<file path="config.mk">
export PLATFORM = sky130hd
export DESIGN_NAME = buf_op_pipe_flat
export DESIGN_NICKNAME = d
export VERILOG_FILES = /design/src/rtl/buf_op_pipe_if.sv /design/src/rtl/buf_op_pipe.sv /design/src/flat_wrapper.sv
export SDC_FILE = /design/constraint.sdc
export NUM_CORES = 1
export LEC_CHECK = 0
export CAP_MARGIN = 0
export CORE_MARGIN = 2
export CORE_UTILIZATION = 55
export CTS_BUF_LIST = sky130_fd_sc_hd__clkbuf_4 sky130_fd_sc_hd__clkbuf_8 sky130_fd_sc_hd__clkbuf_16
export DETAILED_ROUTE_END_ITERATION = 6
export DONT_BUFFER_PORTS = 1
export HOLD_SLACK_MARGIN = 0.03
export PLACE_DENSITY = 0.69
export SLEW_MARGIN = 20
export SYNTH_ARGS = -nofsm -noshare
export SYNTH_HDL_FRONTEND = slang
export SYNTH_SLANG_ARGS = --single-unit
</file>
<file path="constraint.sdc">
create_clock -name clk -period 4.4 [get_ports clk]
set_clock_uncertainty 0.05 [all_clocks]
set_input_delay 1.32 -clock clk [delete_from_list [all_inputs] [get_ports clk]]
set_output_delay 1.32 -clock clk [all_outputs]
set_load 0.02 [all_outputs]
</file>
<file path="src/rtl/buf_op_pipe_if.sv">
// buf_op_pipe_if: operand-side and result-side valid/ready bundle for buf_op_pipe.
// master = operand source / result consumer, slave = buf_op_pipe.
interface buf_op_pipe_if #(
    parameter int unsigned W = 8
);
    localparam int unsigned SHW = $clog2(W);

    logic           in_valid;
    logic           in_ready;
    logic [1:0]     in_op;
    logic [W-1:0]   in_a;
    logic           in_b;
    logic [SHW-1:0] in_shamt;
    logic           out_valid;
    logic           out_ready;
    logic [W-1:0]   out_data;

    modport master (
        output in_valid, in_op, in_a, in_b, in_shamt, out_ready,
        input  in_ready, out_valid, out_data
    );

    modport slave (
        input  in_valid, in_op, in_a, in_b, in_shamt, out_ready,
        output in_ready, out_valid, out_data
    );
endinterface

</file>
<file path="src/rtl/buf_op_pipe.sv">
// buf_op_pipe: selectable single-op datapath (ZX/SHL/ADD/INV), STAGES-deep
// valid/ready pipeline emitting ~OP(a,b), plus a saturating completion counter.
// Optional feature macro: BUF_OP_SAT_EN (ADD and SHL saturate to all-ones).
module buf_op_pipe #(
    parameter int unsigned W      = 8,
    parameter int unsigned STAGES = 2,
    parameter int unsigned ADD_K  = 0,
    parameter int unsigned CNT_W  = 16
) (
    input  logic             clk,
    input  logic             reset,
    buf_op_pipe_if.slave     bus,
    output logic [CNT_W-1:0] op_count
);
    localparam logic [W-1:0] ADD_K_W = W'(ADD_K);

    typedef enum logic [1:0] {
        OP_ZX  = 2'd0,
        OP_SHL = 2'd1,
        OP_ADD = 2'd2,
        OP_INV = 2'd3
    } op_e;

    logic [STAGES-1:0] valid_q, valid_d;
    logic [W-1:0]      data_q [STAGES];
    logic [W-1:0]      data_d [STAGES];
    logic [CNT_W-1:0]  op_count_q, op_count_d;
    logic [W-1:0]      mid_c;
    logic              adv_c;
    logic              complete_c;
`ifdef BUF_OP_SAT_EN
    logic [2*W-1:0]    wide_c;
    logic [W:0]        sum_c;
`endif

    // Operation select: mid = OP(a, b) feeding stage 0.
    always_comb begin
        mid_c = '0;
`ifdef BUF_OP_SAT_EN
        wide_c = '0;
        sum_c  = '0;
`endif
        unique case (op_e'(bus.in_op))
            OP_ZX:  mid_c = W'(bus.in_b);
            OP_SHL: begin
`ifdef BUF_OP_SAT_EN
                // any bit pushed past the MSB forces all-ones
                wide_c = {W'(0), bus.in_a} << bus.in_shamt;
                mid_c  = (|wide_c[2*W-1:W]) ? '1 : wide_c[W-1:0];
`else
                mid_c = bus.in_a << bus.in_shamt;
`endif
            end
            OP_ADD: begin
`ifdef BUF_OP_SAT_EN
                sum_c = {1'b0, bus.in_a} + {1'b0, ADD_K_W};
                mid_c = sum_c[W] ? '1 : sum_c[W-1:0];
`else
                mid_c = bus.in_a + ADD_K_W;
`endif
            end
            OP_INV: mid_c = ~bus.in_a;
        endcase
    end

    // Pipeline advance: whole pipe shifts unless the head is stalled.
    always_comb begin
        adv_c      = !(valid_q[STAGES-1] && !bus.out_ready);
        complete_c = valid_q[STAGES-1] && bus.out_ready;
        valid_d    = valid_q;
        data_d     = data_q;
        if (adv_c) begin
            valid_d[0] = bus.in_valid;
            data_d[0]  = mid_c;
            for (int unsigned s = 1; s < STAGES; s++) begin
                valid_d[s] = valid_q[s-1];
                data_d[s]  = data_q[s-1];
            end
            // inversion sits in front of the final (output) register
            data_d[STAGES-1] = ~data_d[STAGES-1];
        end
        op_count_d = op_count_q;
        if (complete_c && (op_count_q != '1)) begin
            op_count_d = op_count_q + CNT_W'(1);
        end
    end

    // State registers with synchronous reset; reset drops in-flight work.
    always_ff @(posedge clk) begin
        if (reset) begin
            valid_q    <= '0;
            op_count_q <= '0;
            for (int unsigned s = 0; s < STAGES; s++) begin
                data_q[s] <= '0;
            end
        end else begin
            valid_q    <= valid_d;
            op_count_q <= op_count_d;
            for (int unsigned s = 0; s < STAGES; s++) begin
                data_q[s] <= data_d[s];
            end
        end
    end

    assign bus.in_ready  = adv_c;
    assign bus.out_valid = valid_q[STAGES-1];
    assign bus.out_data  = data_q[STAGES-1];
    assign op_count      = op_count_q;
endmodule
</file>
<file path="src/flat_wrapper.sv">
// flat-port wrapper written by rule: the top's interface ports become plain ports
module buf_op_pipe_flat 
#(
    parameter int unsigned W      = 8,
    parameter int unsigned STAGES = 2,
    parameter int unsigned ADD_K  = 0,
    parameter int unsigned CNT_W  = 16
)
  (clk, reset, op_count, bus_in_valid, bus_in_op, bus_in_a, bus_in_b, bus_in_shamt, bus_out_ready, bus_in_ready, bus_out_valid, bus_out_data);
  buf_op_pipe_if #(.W(W)) bus_i ();
  input  logic clk;
  input  logic reset;
  output logic [CNT_W-1:0] op_count;
  input wire logic [$bits(bus_i.in_valid)-1:0] bus_in_valid;
  input wire logic [$bits(bus_i.in_op)-1:0] bus_in_op;
  input wire logic [$bits(bus_i.in_a)-1:0] bus_in_a;
  input wire logic [$bits(bus_i.in_b)-1:0] bus_in_b;
  input wire logic [$bits(bus_i.in_shamt)-1:0] bus_in_shamt;
  input wire logic [$bits(bus_i.out_ready)-1:0] bus_out_ready;
  output wire logic [$bits(bus_i.in_ready)-1:0] bus_in_ready;
  output wire logic [$bits(bus_i.out_valid)-1:0] bus_out_valid;
  output wire logic [$bits(bus_i.out_data)-1:0] bus_out_data;
  assign bus_i.in_valid = bus_in_valid;
  assign bus_i.in_op = bus_in_op;
  assign bus_i.in_a = bus_in_a;
  assign bus_i.in_b = bus_in_b;
  assign bus_i.in_shamt = bus_in_shamt;
  assign bus_i.out_ready = bus_out_ready;
  assign bus_in_ready = bus_i.in_ready;
  assign bus_out_valid = bus_i.out_valid;
  assign bus_out_data = bus_i.out_data;
  buf_op_pipe #(.W(W), .STAGES(STAGES), .ADD_K(ADD_K), .CNT_W(CNT_W)) u_core (.clk(clk), .reset(reset), .bus(bus_i), .op_count(op_count));
endmodule
</file>
==> results of run 1 <==
## final cells by class
class | instances | share of cell area [%]
Clock inverter | 1 | 0.273
Inverter | 4 | 0.819
Clock buffer | 7 | 3.21
Multi-Input combinational cell | 148 | 54.8
Timing Repair Buffer | 2 | 0.819
Sequential cell | 34 | 37.1
Tap cell | 44 | 3.00
## synth_stat cells (3+ instances only)
cell and n:
dfxtp_1 34, nor2_1 20, a21oi_1 15, mux2i_1 14, nand2_1 9, a211oi_1 8, buf_4 8, xor2_1 8
clkbuf_1 7, o31ai_1 7, o21ai_0 6, or4_1 6, nand3_1 5, nor3_1 5, or3_1 5, a22oi_1 4
inv_1 4, nand4_1 4, o22ai_1 4, a221oi_1 3, nor2b_1 3, nor4_1 3
## layer usage
layer  share of wire [%]  routed length [um]
met1                  48                1820
met4                 1.3                  48
met5                   0                   0
met2                  42                1600
met3                 8.7                 329
## stage by stage
step | setup WS (ns) | util (%) | hold WS [ns]
2_1_floorplan | 1.18 | - | 0.363
3_3_place_gp | 1.29 | 57.2 | 0.372
3_5_place_dp | 1.29 | 57.2 | 0.375
4_1_cts | 1.29 | 59.2 | 0.391
5_1_grt | 1.23 | 59.6 | 0.405
6_report | 1.29 | 59.6 | 0.390
## report_power, final
group / internal [mW] / switching [mW] / leakage (nW) / total (mW)
Combinational: 0.0265 / 0.0240 / 0.334 / 0.0505
Clock: 0.0836 / 0.105 / 0.0387 / 0.189
Sequential: 0.322 / 0.0195 / 0.279 / 0.342
## path summary, 6_finish.rpt
path | cells after the start | start | endpoint | slack [ns]
min reg2reg | 1 | u_core.data_q[11] | u_core.bus.out_data[3] | 0.39
min | 1 | u_core.data_q[11] | u_core.bus.out_data[3] | 0.39
max | 3 | bus_out_ready | bus_in_ready | 1.29
max reg2reg | 5 | u_core.op_count[0] | u_core.op_count[14] | 1.93
## cell families after synthesis
kind of cell	share of synthesized area, %
compound gates	18.0
xor+xnor	4.37
fa+ha+maj	0.693
buf+inv	7.63
flops	37.7
mux	9.64
simple gates	21.9
## placed cells by master (no fill, tap or decap), types with 3 or more instances in the layout
master	synthesis	final
or3_1	5	5
nor2_1	20	20
nor4_1	3	3
dfxtp_1	34	34
a21oi_1	15	15
o22ai_1	4	4
clkbuf_4	0	6
nor3_1	5	5
a221oi_1	3	3
nand4_1	4	4
o31ai_1	7	7
xor2_1	8	8
nand3_1	5	5
a211oi_1	8	8
or4_1	6	6
mux2i_1	14	14
a22oi_1	4	4
nand2_1	9	9
inv_1	4	4
nor2b_1	3	3
o21ai_0	6	6
## registers in the layout (all words and copies together) (netlist names)
name and flops:
u_core.valid_q 2, u_core.data_q 8, u_core.bus.out_data 8, u_core.op_count 16
==> flow_summary.yaml, run 1 <==
status:
  run_status: "finished clean"
sta:
  fin_crit_sh_pct: 70.7
  fin_crit_ns: 3.11
  tns_ns: 0
  hold_viol: 0
  setup_viol: 0
  worstMarginPinSlew_ns: 0.739
  rsz0062_at_grt: "no"
  slew_viol_final: 0
  slew_headroom_pct: 50.5
  fmax_mhz: 322
synthesis:
  synth_cell_types: 42
  synth_edf_count: 0
  synth.top_cell.area_share_pct: 37.7
  synth_area_leader_cell: "dfxtp_1"
  synth_area_um2: 1800
  synthArstFlopShare_pct: 0
  synth_ff_type: "dfxtp_1"
  netlist_instances: 205
  ys_seq_area_share_pct: 37.7
  ys_ff_latch: 34
  synth_warnings: 0
  syn_avg_cell_area_um2: 8.80
  synth.area.top_cells: "dfxtp_1 38%, mux2i_1 7.8%, a21oi_1 4.2%"
  syn_nets: 224
route:
  antenna_left: 0
  viasPerCell: 6.13
  initialDrtViolationCount: 133
  wl_mm: 3.80
  first_pass_iters: 4
  wl_per_cell_um: 15.8
  vias: 1472
  drc: 0
clocking:
  clkLatencyLatePin_ns: 0.33
  cts_tree: "yes"
  cts_setup_buffers: 0
  cts.clk_slew.worst_paths_ns: 0.10
  htreeDepth: 2
  cts_buffers: 5
  cts_buffer_depth: 2
  cts-resized-gates: 0
  clock_sinks: 34
  cts_hold_buf: 0
  root_buffer: "clkbuf_4"
place:
  detailed_place_hpwl_mm: 2.76
  routabilityCongestion: 0.827
  dpl_cell_area_um2: 1760
  dp_cells: 232
  port_buffers: 0
grt:
  grt_antenna_before_repair: 0
  grt_pass1_wl_mm: 6.20
  gr-usage-met1_pct: 31.5
  grt_pass1_vias: 1330
  grt_start_max_net_pins: 37
  grt_overflow: 0
  grtUsageMet2_pct: 31.6
  met3_usage_pct: 8.82
  track_usage_pct: 22.4
  top_usage_layer: "met2"
worst_setup_path:
  crit_buf_inv: 2
  path_delay_family: "buffers and inverters"
  worstSetupStartpointType: "input port"
  worstPathMaxFanout: 13
  critPathRequiredTime_ns: 3.03
  cp-end-kind: "output pin"
  cp_slowest_stage_delay_ns: 0.19
  crit_type: "input port to output pin"
  worstPathCellList: "nor2b_1 -> buf_4 -> inv_1"
  slowest_stage: "buf_4"
  arrival_ns: 1.74
pwr:
  p_total_uw: 581
  p_leak_nw: 0.652
  p_per_area_nw_per_um2: 317
  peakVddDrop_v: 0.000208
die:
  core-area_um2: 3080
  num_io_pins: 44
  start_util_pct: 58.6
  rows: 20
  die_area_um2: 3750
  fp.dieW_um: 61.3
  die_height_um: 61.3
cells_and_area:
  syn_to_final_growth_pct: 1.66
  stdcell_area_um2: 1830
  drive_gt1_share_pct: 9.69
  antenna_cells: 0
  regArea_um2: 681
  final_nets: 214
  n_fill_cell: 281
  multi_input_area_um2: 1000
  final_cells: 240
run:
  cap_violations: 0
min_path:
  hold_class: "flip-flop to flip-flop"
Note: power is estimated with default switching activity, not from simulation.
==> run 2, diff against run 1 <==
Settings changed: PLACE_DENSITY 0.69 to 0.72.
Clock period 4.4 ns to 2.5 ns, I/O delays scaled along.
==> run 2 against run 1 <==
Critical path depth increased by 1; hold slack better by 0.0038 ns; flip-flop and latch count stayed put; count of clock-buffer cells in the layout is the same; routed wire length increased by 2.4%; die area is the same; sequential power grew 75%; clock power grew 72%; register-to-register slack got worse by 1.6 ns; final area up 0.61%; largest cell class unchanged.
==> flow_summary.yaml, run 2 (synthesis gave the netlist of run 1 again) <==
status:
  run_status: "finished clean"
run:
  cap_violations: 0
route:
  antenna_left: 0
  vias: 1494
  drc: 0
  wl_mm: 3.89
  wl_per_cell_um: 16.0
  first_pass_iters: 4
  viasPerCell: 6.15
  initialDrtViolationCount: 175
worst_setup_path:
  cp_slowest_stage_delay_ns: 0.60
  regToRegSetupSlack_ns: 0.35
  arrival_ns: 2.37
  worstPathCellList: "nand4_2 -> or4_4 -> or4_1 -> a21oi_1"
  worstPathMaxFanout: 7
  crit_type: "flip-flop to flip-flop"
  r2r-start: "u_core.op_count[5]"
  r2r_cells: 4
  slowest_stage: "or4_4"
  worstSetupStartpointType: "flip-flop"
  critPathRequiredTime_ns: 2.73
  worstReg2RegEnd: "u_core.op_count[15]"
  cp-end-kind: "flip-flop"
  startpoint: "u_core.op_count[5]"
clocking:
  cts_buffers: 5
  cts.clk_slew.worst_paths_ns: 0.10
  cts_hold_buf: 0
  clock_sinks: 34
  cts_setup_buffers: 0
  htreeDepth: 2
  cts_buffer_depth: 2
  root_buffer: "clkbuf_4"
  cts-resized-gates: 0
  cts_tree: "yes"
  clkLatencyLatePin_ns: 0.33
grt:
  track_usage_pct: 22.2
  grt_pass1_wl_mm: 6.10
  grt_antenna_before_repair: 0
  grt_start_max_net_pins: 37
  grt_pass1_vias: 1426
  grt_overflow: 0
sta:
  rsz0062_at_grt: "no"
  setup_viol: 0
  worstMarginPinSlew_ns: 0.732
  slew_viol_final: 0
  tns_ns: 0
  fin_crit_sh_pct: 85.8
  slew_headroom_pct: 50.8
  hold_viol: 0
  fin_crit_ns: 2.15
  fmax_mhz: 466
die:
  start_util_pct: 58.6
  die_area_um2: 3750
  fp.dieW_um: 61.3
  rows: 20
  core-area_um2: 3080
  die_height_um: 61.3
  num_io_pins: 44
pwr:
  p_sw_uw: 254
  p_per_area_nw_per_um2: 550
  peakVddDrop_v: 0.000383
  clkPwrFrac_pct: 32.1
  seq_power_share_pct: 59.0
  p_comb_share_pct: 8.9
  power.internal_uw: 762
  p_leak_nw: 0.663
  p_total_mw: 1.02
  sw_frac_of_total_pct: 25.0
min_path:
  whs_path_depth: 1
  min_from: "u_core.data_q[11]"
  whs_endpoint: "u_core.bus.out_data[3]"
  hold_class: "flip-flop to flip-flop"
cells_and_area:
  syn_to_final_growth_pct: 2.29
  drive_gt1_share_pct: 11.1
  stdcell_area_um2: 1850
  final_common_cell: "dfxtp_1"
  final_nets: 217
  antenna_cells: 0
  layout_common_cells: "34 x dfxtp_1, 20 x nor2_1, 15 x a21oi_1, 14 x mux2i_1, 9 x nand2_1"
  n_fill_cell: 282
  largest_register_ffs: 16
place:
  dpl_cell_area_um2: 1780
  routabilityCongestion: 0.971
  detailed_place_hpwl_mm: 2.78
  port_buffers: 0
## run 2: per-layer routing
metal | up-vias | track usage, % | part of all wire, % | wire (um)
met2 | 62 | 38.6 | 52 | 2020
met1 | 686 | 24.8 | 39 | 1510
li1 | 742 | - | - | -
met3 | 4 | 7.35 | 8.4 | 328
met5 | - | 0 | 0 | 0
met4 | 0 | 9.63 | 0.95 | 37
## run 2: worst max-delay path by stage
stage,end,slack [ns],cells past startpoint
2_1_floorplan,u_core.op_count[14],0.40,5
3_3_place_gp,u_core.op_count[14],0.42,4
3_5_place_dp,u_core.op_count[14],0.38,5
4_1_cts,u_core.op_count[15],0.37,4
5_1_grt,u_core.op_count[11],0.14,6
6_report,u_core.op_count[15],0.35,4
## run 2: worst max-delay path, delay by kind of cell, from the launching register on
kind | cells | cell delay, ns
AO/OA/AOI/OAI | 1 | 0.14
AND/OR/NAND/NOR | 3 | 1.33
flip-flops | 1 | 0.58
## run 2: layout make-up
cell class	count	area, um^2	area share, %
Clock buffer	7	58.8	3.19
Clock inverter	1	5.00	0.271
Inverter	4	15.0	0.814
Multi-Input combinational cell	148	993	53.8
Sequential cell	34	681	36.9
Tap cell	44	55.1	2.98
Timing Repair Buffer	5	37.5	2.03
## run 2: stage by stage
stage / instances / setup slack [ns] / hold slack [ns] / utilization [%]
2_1_floorplan: 205 / 0.400 / 0.363 / -
3_3_place_gp: 235 / 0.424 / 0.370 / 57.9
3_5_place_dp: 235 / 0.376 / 0.377 / 57.9
4_1_cts: 243 / 0.371 / 0.390 / 60.0
5_1_grt: 243 / 0.144 / 0.399 / 60.0
6_report: 243 / 0.354 / 0.393 / 60.0
## run 2: power groups by stage
stage / combinational [mW] / sequential, mW / clock [mW]
6_report: 0.0908 / 0.599 / 0.325
5_1_grt: 0.102 / 0.602 / 0.361
4_1_cts: 0.0919 / 0.600 / 0.333
3_5_place_dp: 0.0913 / 0.612 / 0
3_3_place_gp: 0.0881 / 0.611 / 0
2_1_floorplan: 0.123 / 0.592 / 0
==> run 3, diff against run 2 <==
Settings changed: CORE_MARGIN 2 to default, PLACE_DENSITY 0.72 to 0.69.
Clock period 2.5 ns to 2.7 ns, I/O delays scaled along.
==> run 3 against run 2 <==
Combinational power down 5.7%; critical path depth stayed put; sequential share of layout area fell by 0.83 points; final area rose by 2.3%; clock power grew 46%; sequential power decreased by 7.5%; total power is 9.9% higher; global-route usage is 1.4 points higher; largest cell class unchanged; largest power group unchanged; highest routed layer unchanged.
==> flow_summary.yaml, run 3 (synthesis gave the netlist of run 1 again) <==
worst_setup_path:
  worstPathMaxFanout: 8
  cp-end-kind: "flip-flop"
  crit_type: "flip-flop to flip-flop"
  path_delay_family: "simple AND/OR/NAND/NOR gates"
  crit_buf_inv: 0
  arrival_ns: 2.40
  r2r_cells: 4
  regToRegSetupSlack_ns: 0.49
  worstSetupStartpointType: "flip-flop"
  critPathRequiredTime_ns: 2.89
  cp_slowest_stage_delay_ns: 0.59
  slowest_stage: "or3_2"
  r2r-start: "u_core.op_count[3]"
  worstReg2RegEnd: "u_core.op_count[14]"
  worstPathCellList: "nand3_1 -> or3_2 -> nor4_1 -> mux2_2"
cells_and_area:
  syn_to_final_growth_pct: 4.65
  n_fill_cell: 289
  final_nets: 217
  largest_register_ffs: 16
  final_common_cell: "dfxtp_1"
  multi_input_area_um2: 993
  antenna_cells: 0
  drive_gt1_share_pct: 11.1
  final_cells: 243
  final_util_pct: 61.3
  regArea_um2: 681
  layout_common_cells: "34 x dfxtp_1, 20 x nor2_1, 15 x a21oi_1, 14 x mux2i_1, 9 x nand2_1"
die:
  rows: 20
  fp.dieW_um: 59.3
  die_height_um: 59.3
  num_io_pins: 44
  start_util_pct: 58.6
  core-area_um2: 3080
  die_area_um2: 3510
sta:
  rsz0062_at_grt: "no"
  tns_ns: 0
  setup_viol: 0
  fin_crit_sh_pct: 81.9
  fmax_mhz: 452
  fin_crit_ns: 2.21
  slew_headroom_pct: 43.5
  hold_viol: 0
  worstMarginPinSlew_ns: 0.840
  slew_viol_final: 0
clocking:
  htreeDepth: 2
  clock_sinks: 34
  cts_tree: "yes"
  cts_buffer_depth: 2
  cts.clk_slew.worst_paths_ns: 0.12
  clkLatencyLatePin_ns: 0.35
  root_buffer: "clkbuf_4"
  cts_hold_buf: 0
  cts_buffers: 5
  cts-resized-gates: 0
  cts_setup_buffers: 0
min_path:
  min_from: "u_core.data_q[11]"
  whs_path_depth: 1
  hold_class: "flip-flop to flip-flop"
  whs_endpoint: "u_core.bus.out_data[3]"
pwr:
  p_leak_nw: 0.681
  p_total_mw: 1.12
  p_per_area_nw_per_um2: 591
  peakVddDrop_v: 0.000282
place:
  dp_cells: 235
  detailed_place_hpwl_mm: 2.78
  port_buffers: 0
  routabilityCongestion: 0.861
route:
  wl_mm: 3.78
  drc: 0
  wl_per_cell_um: 15.6
  vias: 1501
  antenna_left: 0
  viasPerCell: 6.18
  initialDrtViolationCount: 116
  first_pass_iters: 4
grt:
  grt_pass1_wl_mm: 6.13
  track_usage_pct: 23.7
  grt_overflow: 0
  grt_antenna_before_repair: 0
  grt_start_max_net_pins: 37
  grt_pass1_vias: 1370
run:
  cap_violations: 0
status:
  run_status: "finished clean"
-- run 3: cell count changes in the layout (fill, tap and decap cells not counted) --
cell,delta
bufinv_16,+2
clkbuf_4,-1
clkbuf_8,-1
clkinv_2,-1
clkinv_4,+1
-- run 3: power breakdown --
group | internal (mW) | switching (mW)
clock | 0.289 | 0.186
combinational | 0.0443 | 0.0414
sequential | 0.525 | 0.0294
-- run 3: layout make-up --
class	count	share of cell area (%)
sequential	34	36.1
multi-input combinational	148	52.6
clock inverter	3	3.64
timing repair buffer	5	1.99
clock buffer	5	1.99
inverter	4	0.795
tap	44	2.92
-- run 3: worst max-delay path by stage --
stage                       start             endpoint  slack, ns  depth (start not counted)
2_1_floorplan       bus_out_ready         bus_in_ready       0.50                          3
3_3_place_gp        bus_out_ready  u_core.op_count[14]       0.54                          4
3_5_place_dp        bus_out_ready  u_core.op_count[14]       0.49                          4
4_1_cts         u_core.valid_q[1]         bus_in_ready       0.44                          2
5_1_grt        u_core.op_count[3]  u_core.op_count[14]       0.32                          4
6_report       u_core.op_count[3]  u_core.op_count[14]       0.49                          4
-- run 3: metrics by stage --
stage	instance area, um^2	worst slack [ns]	hold slack, ns
finish	1890	0.489	0.386
global route	1890	0.316	0.394
CTS	1890	0.437	0.392
detailed placement	1780	0.486	0.375
global placement	1780	0.538	0.372
floorplan	1800	0.502	0.363
-- run 3: routing by layer --
metal	wire length, um	track usage, %	vias to the layer above
met5	0	0	-
met4	61	9.18	0
met3	292	9.61	7
met2	1660	36.3	49
met1	1760	29.5	698
li1	-	-	747
